==> config.mk <==
export PLATFORM = sky130hd
export DESIGN_NAME = rst_req_ctrl_flat
export DESIGN_NICKNAME = d
export VERILOG_FILES = /design/src/rtl/rst_req_ctrl_if.sv /design/src/rtl/rst_req_ctrl.sv /design/src/flat_wrapper.sv
export SDC_FILE = /design/constraint.sdc
export NUM_CORES = 1
export LEC_CHECK = 0
export ABC_AREA = 1
export BUFFER_PORTS_ARGS = -buffer_cell sky130_fd_sc_hd__buf_2
export CAP_MARGIN = 20
export CORE_MARGIN = 10
export CORE_UTILIZATION = 40
export CTS_BUF_LIST = sky130_fd_sc_hd__clkbuf_16
export CTS_CLUSTER_DIAMETER = 150
export DETAILED_ROUTE_END_ITERATION = 12
export SETUP_SLACK_MARGIN = 0.3
export SYNTH_ARGS = -nofsm -noshare
export SYNTH_HDL_FRONTEND = slang
export SYNTH_SLANG_ARGS = --single-unit
==> constraint.sdc <==
create_clock -name ref_clk_i -period 4.4 [get_ports ref_clk_i]
set_input_delay 0.44 -clock ref_clk_i [delete_from_list [all_inputs] [get_ports ref_clk_i]]
set_output_delay 0.44 -clock ref_clk_i [all_outputs]
set_load 0.02 [all_outputs]
==> src/rtl/rst_req_ctrl_if.sv <==
// Reset-request handshake bundle between the CRG register slice (initiator)
// and whoever drives it. The slave modport is the controller's view.
interface rst_req_ctrl_if;
  logic       sw_req_i;
  logic       arst_n_i;
  logic       arst_req_o;
  logic       busy_o;
  logic       done_o;
  logic       timeout_o;
  logic [7:0] req_cnt_o;

  modport slave (
    input  sw_req_i,
    input  arst_n_i,
    output arst_req_o,
    output busy_o,
    output done_o,
    output timeout_o,
    output req_cnt_o
  );

  modport master (
    output sw_req_i,
    output arst_n_i,
    input  arst_req_o,
    input  busy_o,
    input  done_o,
    input  timeout_o,
    input  req_cnt_o
  );
endinterface

==> src/rtl/rst_req_ctrl.sv <==
// Reset-request initiator: turns a one-cycle sw_req_i into a full assert/confirm/release/confirm
// handshake with the output-reset generator. Optional completed-request counter: RST_REQ_CNT_EN.
module rst_req_ctrl #(
  parameter int unsigned HOLD_CYCLES    = 16,
  parameter int unsigned TIMEOUT_CYCLES = 1024,
  parameter int unsigned SYNC_STAGES    = 2
) (
  input  logic          ref_clk_i,
  input  logic          glob_rst_ni,
  rst_req_ctrl_if.slave bus
);

  localparam int unsigned CNT_W = $clog2(TIMEOUT_CYCLES + 1);

  localparam logic [CNT_W-1:0] HOLD_LAST = CNT_W'(HOLD_CYCLES - 1);
  localparam logic [CNT_W-1:0] TO_LAST   = CNT_W'(TIMEOUT_CYCLES - 1);
  localparam logic [CNT_W-1:0] CNT_MAX   = '1;

  typedef enum logic [1:0] {
    ST_IDLE,
    ST_ASSERT,
    ST_RELEASE,
    ST_DONE
  } state_e;

  state_e                 state_q, state_d;
  logic [CNT_W-1:0]       cnt_q, cnt_d;
  logic [SYNC_STAGES-1:0] sync_q;
  logic                   arst_n_s;
  logic                   arst_req_q, arst_req_d;
  logic                   busy_q, busy_d;
  logic                   done_q, done_d;
  logic                   timeout_q, timeout_d;

  // arst_n_i is asynchronous to ref_clk_i; the chain resets low so the
  // returned reset reads as asserted until it has been sampled cleanly.
  always_ff @(posedge ref_clk_i) begin
    if (!glob_rst_ni) begin
      sync_q <= '0;
    end else begin
      sync_q <= {sync_q[SYNC_STAGES-2:0], bus.arst_n_i};
    end
  end

  assign arst_n_s = sync_q[SYNC_STAGES-1];

  // NOTE: sequential state uses non-blocking assignments only, so every flop
  // samples the pre-edge value of every other flop regardless of block order.
  always_ff @(posedge ref_clk_i) begin
    if (!glob_rst_ni) begin
      state_q    <= ST_IDLE;
      cnt_q      <= '0;
      arst_req_q <= 1'b0;
      busy_q     <= 1'b0;
      done_q     <= 1'b0;
      timeout_q  <= 1'b0;
    end else begin
      state_q    <= state_d;
      cnt_q      <= cnt_d;
      arst_req_q <= arst_req_d;
      busy_q     <= busy_d;
      done_q     <= done_d;
      timeout_q  <= timeout_d;
    end
  end

  // NOTE: every signal written here gets a default first; a path that skips an
  // assignment would otherwise infer a latch.
  always_comb begin
    state_d   = state_q;
    timeout_d = 1'b0;

    unique case (state_q)
      ST_IDLE: begin
        if (bus.sw_req_i) state_d = ST_ASSERT;
      end
      // The exit test comes first so an exit on the last allowed cycle beats the timeout.
      ST_ASSERT: begin
        if ((cnt_q >= HOLD_LAST) && !arst_n_s) begin
          state_d = ST_RELEASE;
        end else if (cnt_q == TO_LAST) begin
          state_d   = ST_IDLE;
          timeout_d = 1'b1;
        end
      end
      ST_RELEASE: begin
        if (arst_n_s) begin
          state_d = ST_DONE;
        end else if (cnt_q == TO_LAST) begin
          state_d   = ST_IDLE;
          timeout_d = 1'b1;
        end
      end
      ST_DONE: begin
        state_d = ST_IDLE;
      end
      default: begin
        state_d = ST_IDLE;
      end
    endcase
  end

  // Phase counter: zero on every state entry, counts only in the two wait phases, sticks at all-ones.
  always_comb begin
    cnt_d = cnt_q;
    if (state_d != state_q) begin
      cnt_d = '0;
    end else if (((state_q == ST_ASSERT) || (state_q == ST_RELEASE)) && (cnt_q != CNT_MAX)) begin
      cnt_d = cnt_q + 1'b1;
    end
  end

  // Outputs are decoded from the next state and registered, so they line up with the state they describe.
  always_comb begin
    arst_req_d = (state_d == ST_ASSERT);
    busy_d     = (state_d != ST_IDLE);
    done_d     = (state_d == ST_DONE);
  end

  assign bus.arst_req_o = arst_req_q;
  assign bus.busy_o     = busy_q;
  assign bus.done_o     = done_q;
  assign bus.timeout_o  = timeout_q;

`ifdef RST_REQ_CNT_EN
  logic [7:0] req_cnt_q;

  always_ff @(posedge ref_clk_i) begin
    if (!glob_rst_ni) begin
      req_cnt_q <= 8'h00;
    end else if (done_q && (req_cnt_q != 8'hFF)) begin
      req_cnt_q <= req_cnt_q + 8'd1;
    end
  end

  assign bus.req_cnt_o = req_cnt_q;
`else
  assign bus.req_cnt_o = 8'h00;
`endif

endmodule

==> src/flat_wrapper.sv <==
// flat-port wrapper written by rule: the top's interface ports become plain ports
module rst_req_ctrl_flat 
#(
  parameter int unsigned HOLD_CYCLES    = 16,
  parameter int unsigned TIMEOUT_CYCLES = 1024,
  parameter int unsigned SYNC_STAGES    = 2
)
  (ref_clk_i, glob_rst_ni, bus_sw_req_i, bus_arst_n_i, bus_arst_req_o, bus_busy_o, bus_done_o, bus_timeout_o, bus_req_cnt_o);
  rst_req_ctrl_if bus_i ();
  input  logic ref_clk_i;
  input  logic glob_rst_ni;
  input wire logic [$bits(bus_i.sw_req_i)-1:0] bus_sw_req_i;
  input wire logic [$bits(bus_i.arst_n_i)-1:0] bus_arst_n_i;
  output wire logic [$bits(bus_i.arst_req_o)-1:0] bus_arst_req_o;
  output wire logic [$bits(bus_i.busy_o)-1:0] bus_busy_o;
  output wire logic [$bits(bus_i.done_o)-1:0] bus_done_o;
  output wire logic [$bits(bus_i.timeout_o)-1:0] bus_timeout_o;
  output wire logic [$bits(bus_i.req_cnt_o)-1:0] bus_req_cnt_o;
  assign bus_i.sw_req_i = bus_sw_req_i;
  assign bus_i.arst_n_i = bus_arst_n_i;
  assign bus_arst_req_o = bus_i.arst_req_o;
  assign bus_busy_o = bus_i.busy_o;
  assign bus_done_o = bus_i.done_o;
  assign bus_timeout_o = bus_i.timeout_o;
  assign bus_req_cnt_o = bus_i.req_cnt_o;
  rst_req_ctrl #(.HOLD_CYCLES(HOLD_CYCLES), .TIMEOUT_CYCLES(TIMEOUT_CYCLES), .SYNC_STAGES(SYNC_STAGES)) u_core (.ref_clk_i(ref_clk_i), .glob_rst_ni(glob_rst_ni), .bus(bus_i));
endmodule
Word level (Yosys, flattened, before mapping)
Cells that the tools add are included.
W data, S select, Z words.
Word-level totals
  output and inout port bits: 12
  input port bits: 4
  bits in latches: 0
  word-level logic and storage cells: 34
  bits in registers: 19
  bits in writable memories: 0
  memory bits (read-only): 0
  memories kept: 0
Cells by class
  bitwise logic cells: 1
  reduce and logical (&&, ||, !) cells: 7
  divide/modulo/power cells: 0
  shifts and indexed selects: 0
  equality and inequality tests: 8
  add/subtract/negate cells: 1
  mux-type cells: 9
  order comparisons: 1
  multipliers: 0
Operator list (number)
  $add A11 B1 Y11 const B: 1
  $eq A11 B10 Y1 const B: 1
  $ge A11 B4 Y1 const B: 1
  $ne A11 B11 Y1 const B: 1
  $mux W2: 4
  $pmux W2 S4: 1
  $eq A2 B2 Y1 const B: 3
  $eq A2 B1 Y1 const B: 2
  $mux W1: 3
  $logic_and A1 B1 Y1: 2
  $logic_not A2 Y1: 1
  $ne A2 B2 Y1: 1
  $pmux W1 S2: 1
  $reduce_bool A2 Y1: 1
  $reduce_or A2 Y1: 1
  $logic_not A1 Y1: 1
  $logic_or A1 B1 Y1: 1
  $not A1 Y1: 1

Longest topological paths before layout
Gate-level depths: netlist of the first run.
  depth after elaboration: 6
  mapped depth: 16
  mapped depth without buffers: 15

Least setup slack after synthesis of the first run
Ideal clock, no wire load.
  kind: reg2reg
  start: register u_core.cnt_q[0]
  end: register u_core.cnt_q[5]
  setup slack: 2766 ps
  buffers on the path: 1
  setup time: 117 ps
  period minus slack after synthesis: 1634 ps
  required time: 4283 ps
  cell stages (with the launch flop): 16
  arrival time: 1517 ps
  cell sequence: dfxtp_1 > ha_1 > inv_1 > nor2_2 > inv_2 > nor2_4 > nand2_2 > nand2_1 > o31ai_1 > nand2_2 > nand2_1 > nand2_1 > nand2_1 > nand3_2 > buf_6 > nor2_2
On the way
  word-level cells in the longest chain between the ends: 6
  elaborated cells between the ends (all ways): 12
  classes of those cells: add/sub: 1; order compare: 1; eq/ne: 3; mux: 4; reduce/logical: 3
RTL lines
  start: declaration: RTL line rst_req_ctrl.sv:27  | logic [CNT_W-1:0] cnt_q, cnt_d;
  start signal: assignment: RTL line rst_req_ctrl.sv:59  | cnt_q <= cnt_d;
  $ge A11 B4 Y1 or $eq A11 B10 Y1 (tied branches): RTL line rst_req_ctrl.sv:79, rst_req_ctrl.sv:81, rst_req_ctrl.sv:89
  $logic_and A1 B1 Y1 or $mux W2 (tied branches): RTL line rst_req_ctrl.sv:79, rst_req_ctrl.sv:81, rst_req_ctrl.sv:89
  $mux W2, on equally long branches: RTL line rst_req_ctrl.sv:79, rst_req_ctrl.sv:87
  $pmux W2 S4: RTL line rst_req_ctrl.sv:73  | unique case (state_q)
  $ne A2 B2 Y1: RTL line rst_req_ctrl.sv:106  | if (state_d != state_q) begin
  $reduce_or A2 Y1 (no source line)
Parallel ways exist; a longest one is shown, timed or not.
A chain may end at the register's enable or synchronous reset.

Final worst setup path of the first run
  start: register u_core.cnt_q[0]
  end: register u_core.cnt_q[8]
Same word-level chain as after synthesis.

==> results of run 1 <==
==> flip-flops by register name, indices dropped and copies added (netlist names) <==
| name | flops |
|---|---|
| u_core.cnt_q | 11 |
| u_core.bus.done_o | 1 |
| u_core.bus.busy_o | 1 |
| u_core.state_q | 2 |
| u_core.sync_q | 2 |
| u_core.bus.arst_req_o | 1 |
| u_core.bus.timeout_o | 1 |
==> Yosys cell counts (2+ instances only) <==
library cell / count / area, um2
nor3_1: 2 / 10.0
nor2_1: 10 / 37.5
xor2_1: 6 / 52.6
nand2_2: 3 / 18.8
dfxtp_1: 19 / 380
ha_1: 4 / 50.1
nor2_2: 11 / 68.8
a21oi_1: 2 / 10.0
inv_2: 3 / 11.3
buf_4: 8 / 60.1
inv_1: 23 / 86.3
nand2_1: 36 / 135
o31ai_1: 2 / 15.0
xnor2_1: 3 / 26.3
nand3_1: 8 / 40.0
==> critical path: stages, from the launching register on <==
cell and delay [ns]:
dfxtp_1 0.38, ha_1 0.16, inv_1 0.05, nor2_2 0.13
inv_2 0.07, nor2_4 0.11, nand2_2 0.07, nand2_2 0.06
nand2_1 0.05, nand2_1 0.05, nand2_1 0.07, nand3_1 0.07
nand2_1 0.05, clkinv_1 0.05, nand3_2 0.27, nor2_2 0.17
==> worst max-delay path by stage <==
stage,from,to,cells after the start
global route,u_core.cnt_q[0],u_core.cnt_q[3],13
CTS,u_core.cnt_q[0],u_core.cnt_q[3],13
floorplan,u_core.cnt_q[0],u_core.cnt_q[5],15
finish,u_core.cnt_q[0],u_core.cnt_q[8],15
global placement,u_core.cnt_q[0],u_core.cnt_q[3],15
detailed placement,u_core.cnt_q[0],u_core.cnt_q[3],13
==> power by group through the flow <==
stage               registers (mW)  clock network, mW  logic (mW)
floorplan                    0.185                  0      0.0391
global placement             0.183                  0      0.0420
detailed placement           0.183                  0      0.0427
CTS                          0.179              0.187      0.0429
global route                 0.180              0.196      0.0490
finish                       0.179              0.183      0.0425
==> layout make-up <==
| class | count | area share |
|---|---|---|
| repair buffers | 7 | 0.0297 |
| clock buffers | 3 | 0.0636 |
| well taps | 30 | 0.0318 |
| flip-flops and latches | 19 | 0.322 |
| multi-input cells | 101 | 0.463 |
| inverters | 27 | 0.0859 |
| clock inverters | 1 | 0.00318 |
==> cell families (layout without fill, tap and decap cells) <==
kind of cell / Yosys count / count (layout)
simple gates: 75 / 75
buf+inv: 36 / 38
flops: 19 / 19
xor+xnor: 9 / 9
compound gates: 5 / 5
fa+ha+maj: 4 / 4
other cells: 1 / 8
==> routing by layer <==
metal	routed length [um]	share of wire
met5	0	0
met4	37	0.021
met3	83	0.047
met2	877	0.50
met1	759	0.43
==> impl_metrics.yaml, run 1 <==
synthesis:
  synth-simple-area-share: 0.333
  synthesis.area_um2: 1070
  syn_inst: 149
  synth.distinct_cells: 24
  synth_compound_area_frac: 0.0280
  synth.area.mux_share: 0
  yosys.area_share.adder: 0.0466
  synth_enable_flop_cells: 0
  async_flop_share: 0
  ys_seq_area_frac: 0.354
  syn-mean-instance-area_um2: 7.20
  yosys.area_share.xor_xnor: 0.0734
  ys_seq_elements: 19
  synth_top_family_by_area: "simple AND/OR/NAND/NOR gates"
  yosys_warnings: 0
  synthFlopType: "dfxtp_1"
critical_path:
  rrSetupSlack_ns: 2.50
  required_ns: 4.58
  r2r-start: "u_core.cnt_q[0]"
  arrival_ns: 2.08
  critPathLaunchType: "register"
  reg2regPathDepth: 15
  endpoint_kind: "register"
  worst_r2r_endpoint: "u_core.cnt_q[8]"
  worst-setup-path-type: "reg2reg"
  critPathMaxFanout: 11
floorplan:
  start_util: 0.426
  die_y_um: 71.8
  rows: 18
  io_pins: 16
  core_um2: 2520
  fp.dieW_um: 71.8
  die_area_um2: 5160
power_and_ir_drop:
  power_uw: 405
  powerDensity_nw_per_um2: 343
  p_int_uw: 309
  p_clk_frac: 0.453
  p_leak_nw: 0.589
  p_comb_frac: 0.105
  vdd_drop_max_mv: 0.234
  power_switching_uw: 96.3
  seqPwrFrac: 0.442
  p_sw_frac: 0.238
place:
  dpl.hpwl_um: 1430
  placedCellCount: 184
  post-place-ws_ns: 2.47
  postPlaceCellArea_um2: 1100
  routabilityCongestion: 0.775
  io_buffer_count: 7
sta:
  report.final.slew_viol_count: 0
  rsz0062_at_grt: "false"
  setup_viol: 0
  post-route-period-util: 0.431
  setup_slack_ns: 2.50
  finalCriticalPeriod_ns: 1.90
  hold_violations: 0
  whs_ns: 0.373
  fmax_mhz: 528
  skew_ns: 0.00128
  setup_tns_ns: 0
final_layout:
  layout_commonest_cell: "nand2_1"
  nFillCells: 265
  multi_input_area_um2: 547
  nets: 167
  antenna_cells: 0
  drive_gt1_frac: 0.190
  seq_area_um2: 380
  utilization: 0.468
  final_cell_mix: "36 x nand2_1, 24 x inv_1, 19 x dfxtp_1, 11 x nor2_2, 10 x nor2_1"
  area_growth_pct: 9.91
  design_area_um2: 1180
  layout.cells.non_filler: 188
clock_network:
  clock_latency_ns: 0.25
  cts_buffers: 3
  hold_buffers: 0
  cts_resized: 0
  cts_tree: "done"
  cts-root-buf: "clkbuf_16"
  cts.clk_slew.worst_paths_ns: 0.05
  clock_path_buffers: 2
  clock_sinks: 19
  postCtsSetupBuffers: 0
  htree_levels: 1
route:
  drtIter0Drc: 19
  ant_nets: 0
  via_count: 816
  drcViolationCount: 0
  drtPass1Iterations: 4
  avgRoutedWirePerCell_um: 9.34
  totalWireLength_um: 1760
  via_per_inst: 4.34
hold_path:
  worstHoldStart: "bus_arst_n_i"
  hold_path_end: "u_core.sync_q[0]"
  hold_depth: 3
  hp-class: "in2reg"
global_routing:
  grt-busiest-layer: "met2"
  grtUsageMet2: 0.129
  grt_max_degree: 12
  use_met1: 0.0693
  overflow: 0
  grt_pass1_vias: 769
  gr-usage-met3: 0.0262
  grt_pass1_wl_um: 3050
  grt_util_all_layers: 0.0718
  antenna_found_initial: 0
status:
  outcome: "completed"
job:
  drv_cap: 0
Note: power is estimated with default switching activity, not from simulation.
==> inputs of run 2 (changes only) <==
--- a/config.mk
+++ b/config.mk
@@ -5,7 +5,7 @@
 export SDC_FILE = /design/constraint.sdc
 export NUM_CORES = 1
 export LEC_CHECK = 0
-export ABC_AREA = 1
+export ABC_AREA = 0
 export BUFFER_PORTS_ARGS = -buffer_cell sky130_fd_sc_hd__buf_2
 export CAP_MARGIN = 20
 export CORE_MARGIN = 10
==> constraint.sdc (replaced) <==
create_clock -name ref_clk_i -period 1.9 [get_ports ref_clk_i]
set_input_delay 0.19 -clock ref_clk_i [delete_from_list [all_inputs] [get_ports ref_clk_i]]
set_output_delay 0.19 -clock ref_clk_i [all_outputs]
set_load 0.02 [all_outputs]
==> run 2 against run 1 <==
  * Register-to-register slack got worse by 2.3 ns
  * Sequential share of layout area decreased by 6.9 points
  * Sequential power grew to 3.0 times the previous value
==> impl_metrics.yaml, run 2 <==
synthesis:
  synth_enable_flop_cells: 0
  synth.distinct_cells: 41
  synthesis.area_um2: 1140
  ys_seq_elements: 19
  yosysMostFrequentCell: "dfxtp_1"
  yosys-top-cells-area: "dfxtp_1 33%, nor3_2 7.9%, xnor2_1 6.1%, buf_4 5.3%, ha_1 4.4%"
  async_flop_share: 0
  synthFlopType: "dfxtp_1"
  synth_top_area_cell: "dfxtp_1"
  syn-mean-instance-area_um2: 8.99
  syn_inst: 127
  yosys_warnings: 0
  synth_common_cells: "19 x dfxtp_1, 12 x nand2_1, 9 x nor3_2"
  ys_seq_area_frac: 0.333
  synth_top_area_frac: 0.333
sta:
  finalCriticalPeriod_ns: 1.72
  whs_ns: 0.141
  setup_viol: 0
  post-route-period-util: 0.905
  skew_ns: 0.00332
  report.final.slew_viol_count: 0
  hold_violations: 0
  fmax_mhz: 581
  rsz0062_at_grt: "true"
  setup_tns_ns: 0
final_layout:
  top_register: "u_core.cnt_q"
  top_regs: "u_core.cnt_q (11), u_core.state_q (2), u_core.sync_q (2)"
  final_cell_mix: "11 x nand2_1, 10 x dfxtp_1, 9 x buf_4"
  drive_gt1_frac: 0.456
  largest_reg_flops: 11
  area_growth_pct: 38.1
  antenna_cells: 0
  nets: 156
  design_area_um2: 1580
  layout_commonest_cell: "nand2_1"
clock_network:
  cts.clk_slew.worst_paths_ns: 0.05
  cts_buffers: 3
  clock_latency_ns: 0.25
  cts_tree: "done"
  clock_sinks: 19
  clock_path_buffers: 2
  cts-root-buf: "clkbuf_16"
  htree_levels: 1
route:
  drcViolationCount: 0
  via_per_inst: 5.61
  drtPass1Iterations: 4
  totalWireLength_um: 2730
  drtIter0Drc: 69
  ant_nets: 0
  avgRoutedWirePerCell_um: 15.4
  via_count: 998
critical_path:
  endpoint_kind: "register"
  worst-setup-path-type: "reg2reg"
  critPathTopFamily: "simple AND/OR/NAND/NOR gates"
  required_ns: 2.08
  critPathSlowestCell: "a2111oi_4"
  critPathLaunchType: "register"
  arrival_ns: 1.90
  crit_path_cell_trace: "and4_4, and3_1, a2111oi_4, o21ai_4, buf_6, nor3_2"
  critPathMaxFanout: 7
  max_stage_delay_ns: 0.41
  cp_num_buf_inv: 1
global_routing:
  overflow: 0
  grt_util_all_layers: 0.0932
  antenna_found_initial: 0
  grt_pass1_vias: 891
  grt_max_degree: 12
  grt_pass1_wl_um: 4040
place:
  routabilityCongestion: 0.840
  io_buffer_count: 7
  dpl.hpwl_um: 1850
  postPlaceCellArea_um2: 1250
floorplan:
  fp.dieW_um: 73.4
  rows: 19
  io_pins: 16
  core_um2: 2730
  die_area_um2: 5390
  die_y_um: 73.4
  start_util: 0.418
power_and_ir_drop:
  powerDensity_nw_per_um2: 1250
  p_leak_nw: 0.587
  vdd_drop_max_mv: 1.00
job:
  drv_cap: 0
status:
  outcome: "completed"
hold_path:
  hp-class: "in2reg"
-- run 2: logic make-up (layout without fill, tap and decap cells) --
family | count (synthesis) | after routing | synth area share
AND/OR/NAND/NOR | 61 | 61 | 0.348
flip-flops | 19 | 19 | 0.333
AO/OA/AOI/OAI | 18 | 18 | 0.118
buffers and inverters | 15 | 28 | 0.0832
XOR/XNOR | 8 | 8 | 0.0613
adder cells (fa/ha/maj) | 4 | 4 | 0.0438
other | 1 | 8 | 0.00328
multiplexers | 1 | 1 | 0.00876
-- run 2: per-stage QoR --
stage          power, mW  instances  utilization  setup WS (ns)
3_5_place_dp        1.28        165        0.458         0.0816
6_report            1.97        178        0.577          0.180
5_1_grt             2.07        178        0.577          0.119
2_1_floorplan       1.14        134            -          0.261
4_1_cts             1.82        174        0.518          0.150
3_3_place_gp        1.28        165        0.458          0.135
-- run 2: worst register-to-register path: cells and delay by family (launching register included) --
family                 cells  cell delay, ns
AO/OA/AOI/OAI              2            0.56
buffers and inverters      1            0.17
flip-flops                 1            0.35
AND/OR/NAND/NOR            3            0.57
-- run 2: per-layer routing --
metal | vias to the layer above | part of all wire | track usage
met5 | - | 0 | 0
met3 | 11 | 0.071 | 0.0269
li1 | 476 | - | -
met1 | 480 | 0.40 | 0.103
met2 | 31 | 0.49 | 0.152
met4 | 0 | 0.035 | 0.0600
-- run 2: what timing repair did --
action / CTS / global route
hold buffers: 0 / 0
endpoints found under the setup margin: 15 / 17
gates resized for setup: 13 / 21
cloned: 0 / 1
pin swaps: 6 / 11
buffers inserted: 5 / 3
-- run 2: area by class of cell --
cell class              instances  area (um2)
clock inverters                 1        5.00
well taps                      31        38.8
fillers                       243        1160
clock buffers                   3        75.1
multi-input cells             100         870
inverters                       4        20.0
repair buffers                 20         170
flip-flops and latches         19         399
-- run 2: where the power goes --
part | switching (mW) | total (mW) | internal (mW)
clock | 0.151 | 0.433 | 0.282
combinational | 0.533 | 1.01 | 0.474
sequential | 0.0568 | 0.531 | 0.474
-- run 2: worst paths after layout --
check,from,end,slack [ns],cells past startpoint
max,u_core.cnt_q[7],u_core.cnt_q[7],0.18,6
min reg2reg,u_core.sync_q[0],u_core.sync_q[1],0.43,1
max reg2reg,u_core.cnt_q[7],u_core.cnt_q[7],0.18,6
min,bus_arst_n_i,u_core.sync_q[0],0.14,2
